`src/rtl/atm_pkg.sv`:
```
// Shared types and widths for the ATM login front-end.
package atm_pkg;

   localparam int unsigned ACC_W      = 12;
   localparam int unsigned PIN_W      = 4;
   localparam int unsigned IDX_W      = 4;
   localparam int unsigned ACC_DIGITS = 4;
   localparam int unsigned BCD_W      = 4;
   localparam int unsigned ACC_SUM_W  = 14;
   localparam int unsigned FAIL_W     = 3;

   localparam logic ACTION_FIND = 1'b0;
   localparam logic ACTION_AUTH = 1'b1;

   typedef enum logic [2:0] {
      ST_IDLE,
      ST_ACC_ENTRY,
      ST_FIND_WAIT,
      ST_PIN_ENTRY,
      ST_AUTH_WAIT,
      ST_SESSION,
      ST_LOCKED
   } login_state_t;

   function automatic logic is_dec_digit(input logic [BCD_W-1:0] d);
      return d <= BCD_W'(9);
   endfunction

endpackage

```
`src/rtl/bcd_acc_entry.sv`:
```
// Decimal account-number accumulator: load/append digits, counts them,
// flags when all digits are present and when the value exceeds the account range.
module bcd_acc_entry
   import atm_pkg::*;
(
   input  logic             clk_i,
   input  logic             rst_i,
   input  logic             clear_i,
   input  logic             load_i,
   input  logic             add_i,
   input  logic [BCD_W-1:0] digit_i,
   output logic [ACC_W-1:0] acc_o,
   output logic             full_o,
   output logic             overflow_o
);

   localparam int unsigned          CNT_W     = $clog2(ACC_DIGITS + 1);
   localparam logic [ACC_SUM_W-1:0] ACC_LIMIT = ACC_SUM_W'((1 << ACC_W) - 1);

   logic [ACC_SUM_W-1:0] acc_q, acc_d;
   logic [CNT_W-1:0]     cnt_q, cnt_d;
   logic                 full_q, full_d;
   logic                 ovf_q, ovf_d;

   // Digits beyond the account length are dropped once full.
   always_comb begin
      acc_d = acc_q;
      cnt_d = cnt_q;
      if (clear_i) begin
         acc_d = '0;
         cnt_d = '0;
      end else if (load_i) begin
         acc_d = ACC_SUM_W'(digit_i);
         cnt_d = CNT_W'(1);
      end else if (add_i && !full_q) begin
         acc_d = ACC_SUM_W'(acc_q * ACC_SUM_W'(10)) + ACC_SUM_W'(digit_i);
         cnt_d = cnt_q + CNT_W'(1);
      end
      full_d = (cnt_d == CNT_W'(ACC_DIGITS));
      ovf_d  = (acc_d > ACC_LIMIT);
   end

   always_ff @(posedge clk_i) begin
      if (rst_i) begin
         acc_q  <= '0;
         cnt_q  <= '0;
         full_q <= 1'b0;
         ovf_q  <= 1'b0;
      end else begin
         acc_q  <= acc_d;
         cnt_q  <= cnt_d;
         full_q <= full_d;
         ovf_q  <= ovf_d;
      end
   end

   assign acc_o      = acc_q[ACC_W-1:0];
   assign full_o     = full_q;
   assign overflow_o = ovf_q;

endmodule

```
`src/rtl/atm_login_sequencer.sv`:
```
// Keypad-to-authenticator login sequencer with retry limiting and lockout.
// Optional inactivity logout is enabled by defining ATM_LOGIN_TIMEOUT_EN.
module atm_login_sequencer
   import atm_pkg::*;
#(
   parameter int unsigned MAX_TRIES      = 3,
   parameter int unsigned LOCK_CYCLES    = 1024,
   parameter int unsigned RESP_LAT       = 1,
   parameter int unsigned TIMEOUT_CYCLES = 4096
) (
   input  logic              clk_i,
   input  logic              rst_i,
   input  logic              digit_valid_i,
   input  logic [BCD_W-1:0]  digit_i,
   input  logic              enter_i,
   input  logic              cancel_i,
   output logic [ACC_W-1:0]  acc_number_o,
   output logic [PIN_W-1:0]  pin_o,
   output logic              action_o,
   output logic              deauth_o,
   input  logic              was_successful_i,
   input  logic [IDX_W-1:0]  acc_index_i,
   output logic              session_active_o,
   output logic [IDX_W-1:0]  session_index_o,
   output logic [FAIL_W-1:0] fail_count_o,
   output logic              locked_o,
   output logic              err_o
);

   localparam int unsigned WAIT_W = (RESP_LAT > 1) ? $clog2(RESP_LAT) : 1;
   localparam int unsigned LOCK_W = (LOCK_CYCLES > 1) ? $clog2(LOCK_CYCLES) : 1;

   login_state_t      state_q, state_d;
   logic [WAIT_W-1:0] wait_q, wait_d;
   logic [LOCK_W-1:0] lock_q, lock_d;
   logic [IDX_W-1:0]  cand_q, cand_d, sidx_q, sidx_d;
   logic [PIN_W-1:0]  pin_reg_q, pin_reg_d, pin_q, pin_d;
   logic              pin_valid_q, pin_valid_d;
   logic [FAIL_W-1:0] fail_q, fail_d;
   logic [ACC_W-1:0]  acc_num_q, acc_num_d;
   logic              action_q, action_d, deauth_q, deauth_d;
   logic              active_q, active_d, locked_q, locked_d, err_q, err_d;

   logic              acc_clear_c, acc_load_c, acc_add_c;
   logic [ACC_W-1:0]  acc_val_c;
   logic              acc_full_c, acc_ovf_c;
   logic              timeout_c, cancel_c, enter_c, digit_c;
   logic              wait_done_c, lock_done_c;
   logic [FAIL_W-1:0] fail_inc_c;

   bcd_acc_entry u_acc (
      .clk_i      (clk_i),
      .rst_i      (rst_i),
      .clear_i    (acc_clear_c),
      .load_i     (acc_load_c),
      .add_i      (acc_add_c),
      .digit_i    (digit_i),
      .acc_o      (acc_val_c),
      .full_o     (acc_full_c),
      .overflow_o (acc_ovf_c)
   );

   // Strobe priority: cancel (or inactivity timeout) > enter > digit.
   assign cancel_c    = cancel_i | timeout_c;
   assign enter_c     = enter_i & ~cancel_c;
   assign digit_c     = digit_valid_i & is_dec_digit(digit_i) & ~enter_i & ~cancel_c;
   assign wait_done_c = (wait_q == WAIT_W'(RESP_LAT - 1));
   assign lock_done_c = (lock_q == LOCK_W'(LOCK_CYCLES - 1));
   assign fail_inc_c  = fail_q + FAIL_W'(1);

   always_comb begin
      state_d     = state_q;
      wait_d      = wait_q;
      lock_d      = lock_q;
      cand_d      = cand_q;
      sidx_d      = sidx_q;
      pin_reg_d   = pin_reg_q;
      pin_valid_d = pin_valid_q;
      fail_d      = fail_q;
      acc_num_d   = acc_num_q;
      pin_d       = pin_q;
      action_d    = action_q;
      deauth_d    = 1'b0;
      err_d       = 1'b0;
      acc_clear_c = 1'b0;
      acc_load_c  = 1'b0;
      acc_add_c   = 1'b0;

      unique case (state_q)
         ST_IDLE: begin
            if (digit_c) begin
               acc_load_c = 1'b1;
               state_d    = ST_ACC_ENTRY;
            end
         end
         ST_ACC_ENTRY: begin
            if (cancel_c) begin
               acc_clear_c = 1'b1;
               state_d     = ST_IDLE;
            end else if (enter_c) begin
               acc_clear_c = 1'b1;
               if (acc_full_c && !acc_ovf_c) begin
                  acc_num_d = acc_val_c;
                  action_d  = ACTION_FIND;
                  wait_d    = '0;
                  state_d   = ST_FIND_WAIT;
               end else begin
                  err_d   = 1'b1;
                  state_d = ST_IDLE;
               end
            end else if (digit_c) begin
               acc_add_c = 1'b1;
            end
         end
         ST_FIND_WAIT: begin
            if (wait_done_c) begin
               wait_d = '0;
               if (was_successful_i) begin
                  cand_d      = acc_index_i;
                  pin_reg_d   = '0;
                  pin_valid_d = 1'b0;
                  state_d     = ST_PIN_ENTRY;
               end else begin
                  err_d   = 1'b1;
                  state_d = ST_IDLE;
               end
            end else begin
               wait_d = wait_q + WAIT_W'(1);
            end
         end
         ST_PIN_ENTRY: begin
            if (cancel_c) begin
               fail_d      = '0;
               pin_valid_d = 1'b0;
               state_d     = ST_IDLE;
            end else if (enter_c) begin
               if (pin_valid_q) begin
                  pin_d    = pin_reg_q;
                  action_d = ACTION_AUTH;
                  wait_d   = '0;
                  state_d  = ST_AUTH_WAIT;
               end else begin
                  err_d = 1'b1;
               end
            end else if (digit_c) begin
               pin_reg_d   = digit_i;
               pin_valid_d = 1'b1;
            end
         end
         ST_AUTH_WAIT: begin
            if (wait_done_c) begin
               wait_d = '0;
               if (was_successful_i) begin
                  sidx_d  = cand_q;
                  fail_d  = '0;
                  state_d = ST_SESSION;
               end else begin
                  fail_d = fail_inc_c;
                  err_d  = 1'b1;
                  if (fail_inc_c == FAIL_W'(MAX_TRIES)) begin
                     lock_d  = '0;
                     state_d = ST_LOCKED;
                  end else begin
                     pin_reg_d   = '0;
                     pin_valid_d = 1'b0;
                     state_d     = ST_PIN_ENTRY;
                  end
               end
            end else begin
               wait_d = wait_q + WAIT_W'(1);
            end
         end
         ST_SESSION: begin
            if (cancel_c) begin
               deauth_d = 1'b1;
               state_d  = ST_IDLE;
            end
         end
         ST_LOCKED: begin
            if (lock_done_c) begin
               lock_d  = '0;
               fail_d  = '0;
               state_d = ST_IDLE;
            end else begin
               lock_d = lock_q + LOCK_W'(1);
            end
         end
         default: state_d = ST_IDLE;
      endcase

      active_d = (state_d == ST_SESSION);
      locked_d = (state_d == ST_LOCKED);
   end

`ifdef ATM_LOGIN_TIMEOUT_EN
   localparam int unsigned TO_W = (TIMEOUT_CYCLES > 1) ? $clog2(TIMEOUT_CYCLES) : 1;

   logic [TO_W-1:0] idle_cnt_q, idle_cnt_d;
   logic            idle_state_c, any_strobe_c;

   assign idle_state_c = (state_q == ST_ACC_ENTRY) || (state_q == ST_PIN_ENTRY) ||
                         (state_q == ST_SESSION);
   assign any_strobe_c = digit_valid_i | enter_i | cancel_i;
   assign timeout_c    = idle_state_c && (idle_cnt_q == TO_W'(TIMEOUT_CYCLES - 1));

   // Counts quiet cycles; restarts on any keypad activity or state change.
   always_comb begin
      idle_cnt_d = idle_cnt_q + TO_W'(1);
      if (!idle_state_c || any_strobe_c || (state_d != state_q)) begin
         idle_cnt_d = '0;
      end
   end

   always_ff @(posedge clk_i) begin
      if (rst_i) idle_cnt_q <= '0;
      else       idle_cnt_q <= idle_cnt_d;
   end
`else
   logic unused_timeout_c;
   assign timeout_c        = 1'b0;
   assign unused_timeout_c = (TIMEOUT_CYCLES == 0);
`endif

   always_ff @(posedge clk_i) begin
      if (rst_i) begin
         state_q     <= ST_IDLE;
         wait_q      <= '0;
         lock_q      <= '0;
         cand_q      <= '0;
         sidx_q      <= '0;
         pin_reg_q   <= '0;
         pin_valid_q <= 1'b0;
         fail_q      <= '0;
         acc_num_q   <= '0;
         pin_q       <= '0;
         action_q    <= ACTION_FIND;
         deauth_q    <= 1'b0;
         active_q    <= 1'b0;
         locked_q    <= 1'b0;
         err_q       <= 1'b0;
      end else begin
         state_q     <= state_d;
         wait_q      <= wait_d;
         lock_q      <= lock_d;
         cand_q      <= cand_d;
         sidx_q      <= sidx_d;
         pin_reg_q   <= pin_reg_d;
         pin_valid_q <= pin_valid_d;
         fail_q      <= fail_d;
         acc_num_q   <= acc_num_d;
         pin_q       <= pin_d;
         action_q    <= action_d;
         deauth_q    <= deauth_d;
         active_q    <= active_d;
         locked_q    <= locked_d;
         err_q       <= err_d;
      end
   end

   assign acc_number_o     = acc_num_q;
   assign pin_o            = pin_q;
   assign action_o         = action_q;
   assign deauth_o         = deauth_q;
   assign session_active_o = active_q;
   assign session_index_o  = sidx_q;
   assign fail_count_o     = fail_q;
   assign locked_o         = locked_q;
   assign err_o            = err_q;

endmodule

```
`config.mk`:
```
export PLATFORM = sky130hd
export DESIGN_NAME = atm_login_sequencer
export DESIGN_NICKNAME = d
export VERILOG_FILES = /design/src/rtl/atm_pkg.sv /design/src/rtl/bcd_acc_entry.sv /design/src/rtl/atm_login_sequencer.sv
export SDC_FILE = /design/constraint.sdc
export NUM_CORES = 1
export LEC_CHECK = 0
export CAP_MARGIN = 30
export CORE_UTILIZATION = 49
export DETAILED_ROUTE_END_ITERATION = 8
export GPL_TIMING_DRIVEN = 1
export PLACE_DENSITY = 0.78
export REMOVE_ABC_BUFFERS = 1
export SLEW_MARGIN = 20
export SYNTH_ARGS = -nofsm -noshare
export SYNTH_HDL_FRONTEND = slang
export SYNTH_SLANG_ARGS = --single-unit
```
`constraint.sdc`:
```
create_clock -name clk_i -period 3.18 [get_ports clk_i]
set_input_delay 0.636 -clock clk_i [delete_from_list [all_inputs] [get_ports clk_i]]
set_output_delay 0.636 -clock clk_i [all_outputs]
set_load 0.05 [all_outputs]
```
==> metrics, run 1 <==
Comb power frac about 4.7%; CP startpoint kind flip-flop; Max transition margin 47.7%; Worst-path clk slew about 70 ps; DRT iter0 DRCs 163; Worst-Margin Slew 778 ps; crit-path max FO 5; total grt overflow 0; final instance area approximately 4500 um^2; H-tree levels 3; CTS buffer count 9; clk root buf clkbuf_8; Critical-path top delay cell dfxtp_1; Yosys top cell area share about 37%; Pwr Density 374 nW/um^2; gpl congestion slightly above 0.9; DRC Markers 0; Top Family by Delay on Critical Path adder cells; layout cell share with drive strength beyond 1 8.85%; Final Cycle Share approximately 89%; count leader, synth dfxtp_1; Ports 42; YS warnings 0; ranking of synthesized cells by area dfxtp_1 (37%), ha_1 (8.6%), nand2_1 (5.9%); ys flop type dfxtp_1; Synth Instances 440; Worst Hold Class reg -> reg; crit path cell chain ha_1 > ha_1 > fa_1 > a21o_1 > a21oi_1 > xnor2_2 > nand3_2 > nor4_4 > xnor2_1 > o221ai_2; CTS tree done; dpl cell area ~4300 um^2; Total GRT Usage between 20% and 30%; CP dominant cell by count ha_1; Avg WL per Cell roughly 14 um; final clock skew 14.5 ps; register share of total power approximately 52%; FF+latch count, synth a little under 70; ys async rst share 0%; area leader, netlist dfxtp_1; Detailed Route WL 8370 um; setup bufs post-CTS 0; P&R area growth vs syn 18.8%; setup TNS 0 ps; Leakage 1.71 nW; WP data arrival slightly above 3000 ps; number of global-route vias before repair slightly below 3000; dpl hpwl around 6300 um; later-pin clock latency in the skew report 350 ps; Die Y around 90 um; Max Root-Sink Buffers 2; antenna cells 0; first-pass GRT wire length roughly 14000 um; CP Buf/Inv Count 0; Post-DRT Antenna Nets 0; initial antenna violation count 0; # rows 31; Max Clk Rate 352 MHz; Worst path max stage delay 440 ps; NumNets Final 523; Avg Inst Size Synth about 8.5 um^2; Sw Share between 20% and 30%; Max-Cap Viols 0; Cell variety after synth 60; post-synthesis sequential area ratio 36.7%; Clk network pwr share 43.1%; worst vdd ir between 0.15 and 0.2 mV; Port-buffer cells 41; Final Critical Period approximately 2800 ps; placeable core area between 7000 and 8000 um^2; Post-synth EDFFs 0; largest net degree at the start of global routing 40; Switching Power approximately 0.37 mW; Req. time, crit path ~3400 ps; hold buffers post-CTS 0; top cells by count, synth dfxtp_1 (69), nand2_1 (59), nor2_1 (56), a21oi_1 (43), ha_1 (26); Crit Path Category reg -> reg; status finished, final reports clean; Die W roughly 90 um; Internal Power ~1.3 mW; unrepaired setup endpoints after global routing false; Sink Count 69; post_cts resized 0; Initial Util 51.3%; drt first pass iters 4; via count roughly 3200; Post-Syn Area between 3000 and 4000 um^2; Vias per Instance 5.46; Crit. End Element flip-flop; Final Hold Fails 0; Setup violations, final 0; die area around 8000 um^2; Slew Limit Fails 0
per-layer routing:
layer / GRT usage [%] / part of all wire (%) / vias to the layer above
li1: - / - / 1624
met3: 3.02 / 4.0 / 12
met4: 9.09 / 1.6 / 0
met1: 30.7 / 47 / 1496
met2: 35.7 / 47 / 65
met5: 0 / 0 / -
power groups by stage:
stage / clock network [mW] / logic, mW / registers, mW
finish: 0.722 / 0.0793 / 0.872
floorplan: 0 / 0.0376 / 0.890
global placement: 0 / 0.0767 / 0.892
detailed placement: 0 / 0.0781 / 0.892
global route: 0.774 / 0.0871 / 0.872
CTS: 0.727 / 0.0786 / 0.872
cell usage in the layout, fill, tap and decap left out, types with 2 or more instances in the layout:
cell,netlist,final
nand3_1,15,15
and2_1,2,2
a21oi_1,43,43
mux2i_1,12,12
nand3_2,3,3
xor2_1,11,11
o21ai_1,2,2
a31o_2,2,2
a211oi_1,8,8
ha_1,26,26
nand2b_1,3,3
o22ai_1,2,2
nand3b_1,3,3
nor2_1,56,56
o21ai_0,10,10
nor2b_1,5,5
buf_4,0,5
clkbuf_8,0,11
nor3_2,1,2
fa_1,2,2
or3_1,6,6
dfxtp_1,69,69
nand2_1,59,59
xnor2_1,15,15
inv_1,8,8
a31oi_1,3,3
o211ai_1,2,2
and3_1,4,4
nor3b_1,3,3
or2_2,3,3
a21o_1,3,3
o21a_1,3,3
clkdlybuf4s50_1,0,41
clkbuf_1,9,2
nor3_1,11,10
nand4_1,5,5
flip-flops by register name (all words and copies together), names as in the netlist, 3 cells and up:
name	flops
u_acc.acc_q	14
acc_number_o	12
lock_q	10
cand_q	4
pin_o	4
pin_reg_q	4
session_index_o	4
fail_count_o	3
state_q	3
u_acc.cnt_q	3
cell families after synthesis:
logic type	Yosys count	share of synthesized area, %
AND/OR/NAND/NOR	189	24.9
multiplexers	12	3.19
flip-flops	69	36.7
XOR/XNOR	28	6.92
adder cells (fa/ha/maj)	28	9.71
buffers and inverters	24	2.76
AO/OA/AOI/OAI	90	15.8
layout make-up:
type	count	area, um^2
Clock buffer	13	159
Clock inverter	3	43.8
Fill cell	604	2860
Inverter	8	30.0
Multi-Input combinational cell	347	2280
Sequential cell	69	1380
Tap cell	99	124
Timing Repair Buffer	46	448
per-stage QoR:
step / total power [mW] / hold WS [ps] / utilization [%] / setup slack (ps) / instances
floorplan: 0.928 / 425 / - / 486 / 424
global placement: 0.968 / 440 / 58.2 / 300 / 569
detailed placement: 0.970 / 446 / 58.2 / 242 / 569
CTS: 1.68 / 456 / 60.9 / 322 / 585
global route: 1.73 / 466 / 60.9 / 74.4 / 585
finish: 1.67 / 453 / 60.9 / 336 / 585
tightest hold or removal path: cells and delay by family, from the launching register on:
| family | cells | cell delay (ps) |
|---|---|---|
| compound gates | 1 | 50 |
| simple gates | 1 | 50 |
| flops | 1 | 310 |
worst paths after layout:
path / from / endpoint / slack [ps] / cells after the start
worst min-delay path: acc_number_o[1] / acc_number_o[1] / 450 / 2
worst max register to register: u_acc.acc_q[1] / u_acc.overflow_o / 340 / 10
worst min register to register: acc_number_o[1] / acc_number_o[1] / 450 / 2
worst max-delay path: u_acc.acc_q[1] / u_acc.overflow_o / 340 / 10
Note: power is estimated with default switching activity, not from simulation.
==> run 2: changes to the inputs <==
--- a/config.mk
+++ b/config.mk
@@ -11,7 +11,6 @@
 export GPL_TIMING_DRIVEN = 1
 export PLACE_DENSITY = 0.78
 export REMOVE_ABC_BUFFERS = 1
-export SLEW_MARGIN = 20
 export SYNTH_ARGS = -nofsm -noshare
 export SYNTH_HDL_FRONTEND = slang
 export SYNTH_SLANG_ARGS = --single-unit
==> results of run 2 <==
Final layout, timing and power as in run 1 (identical DEF).
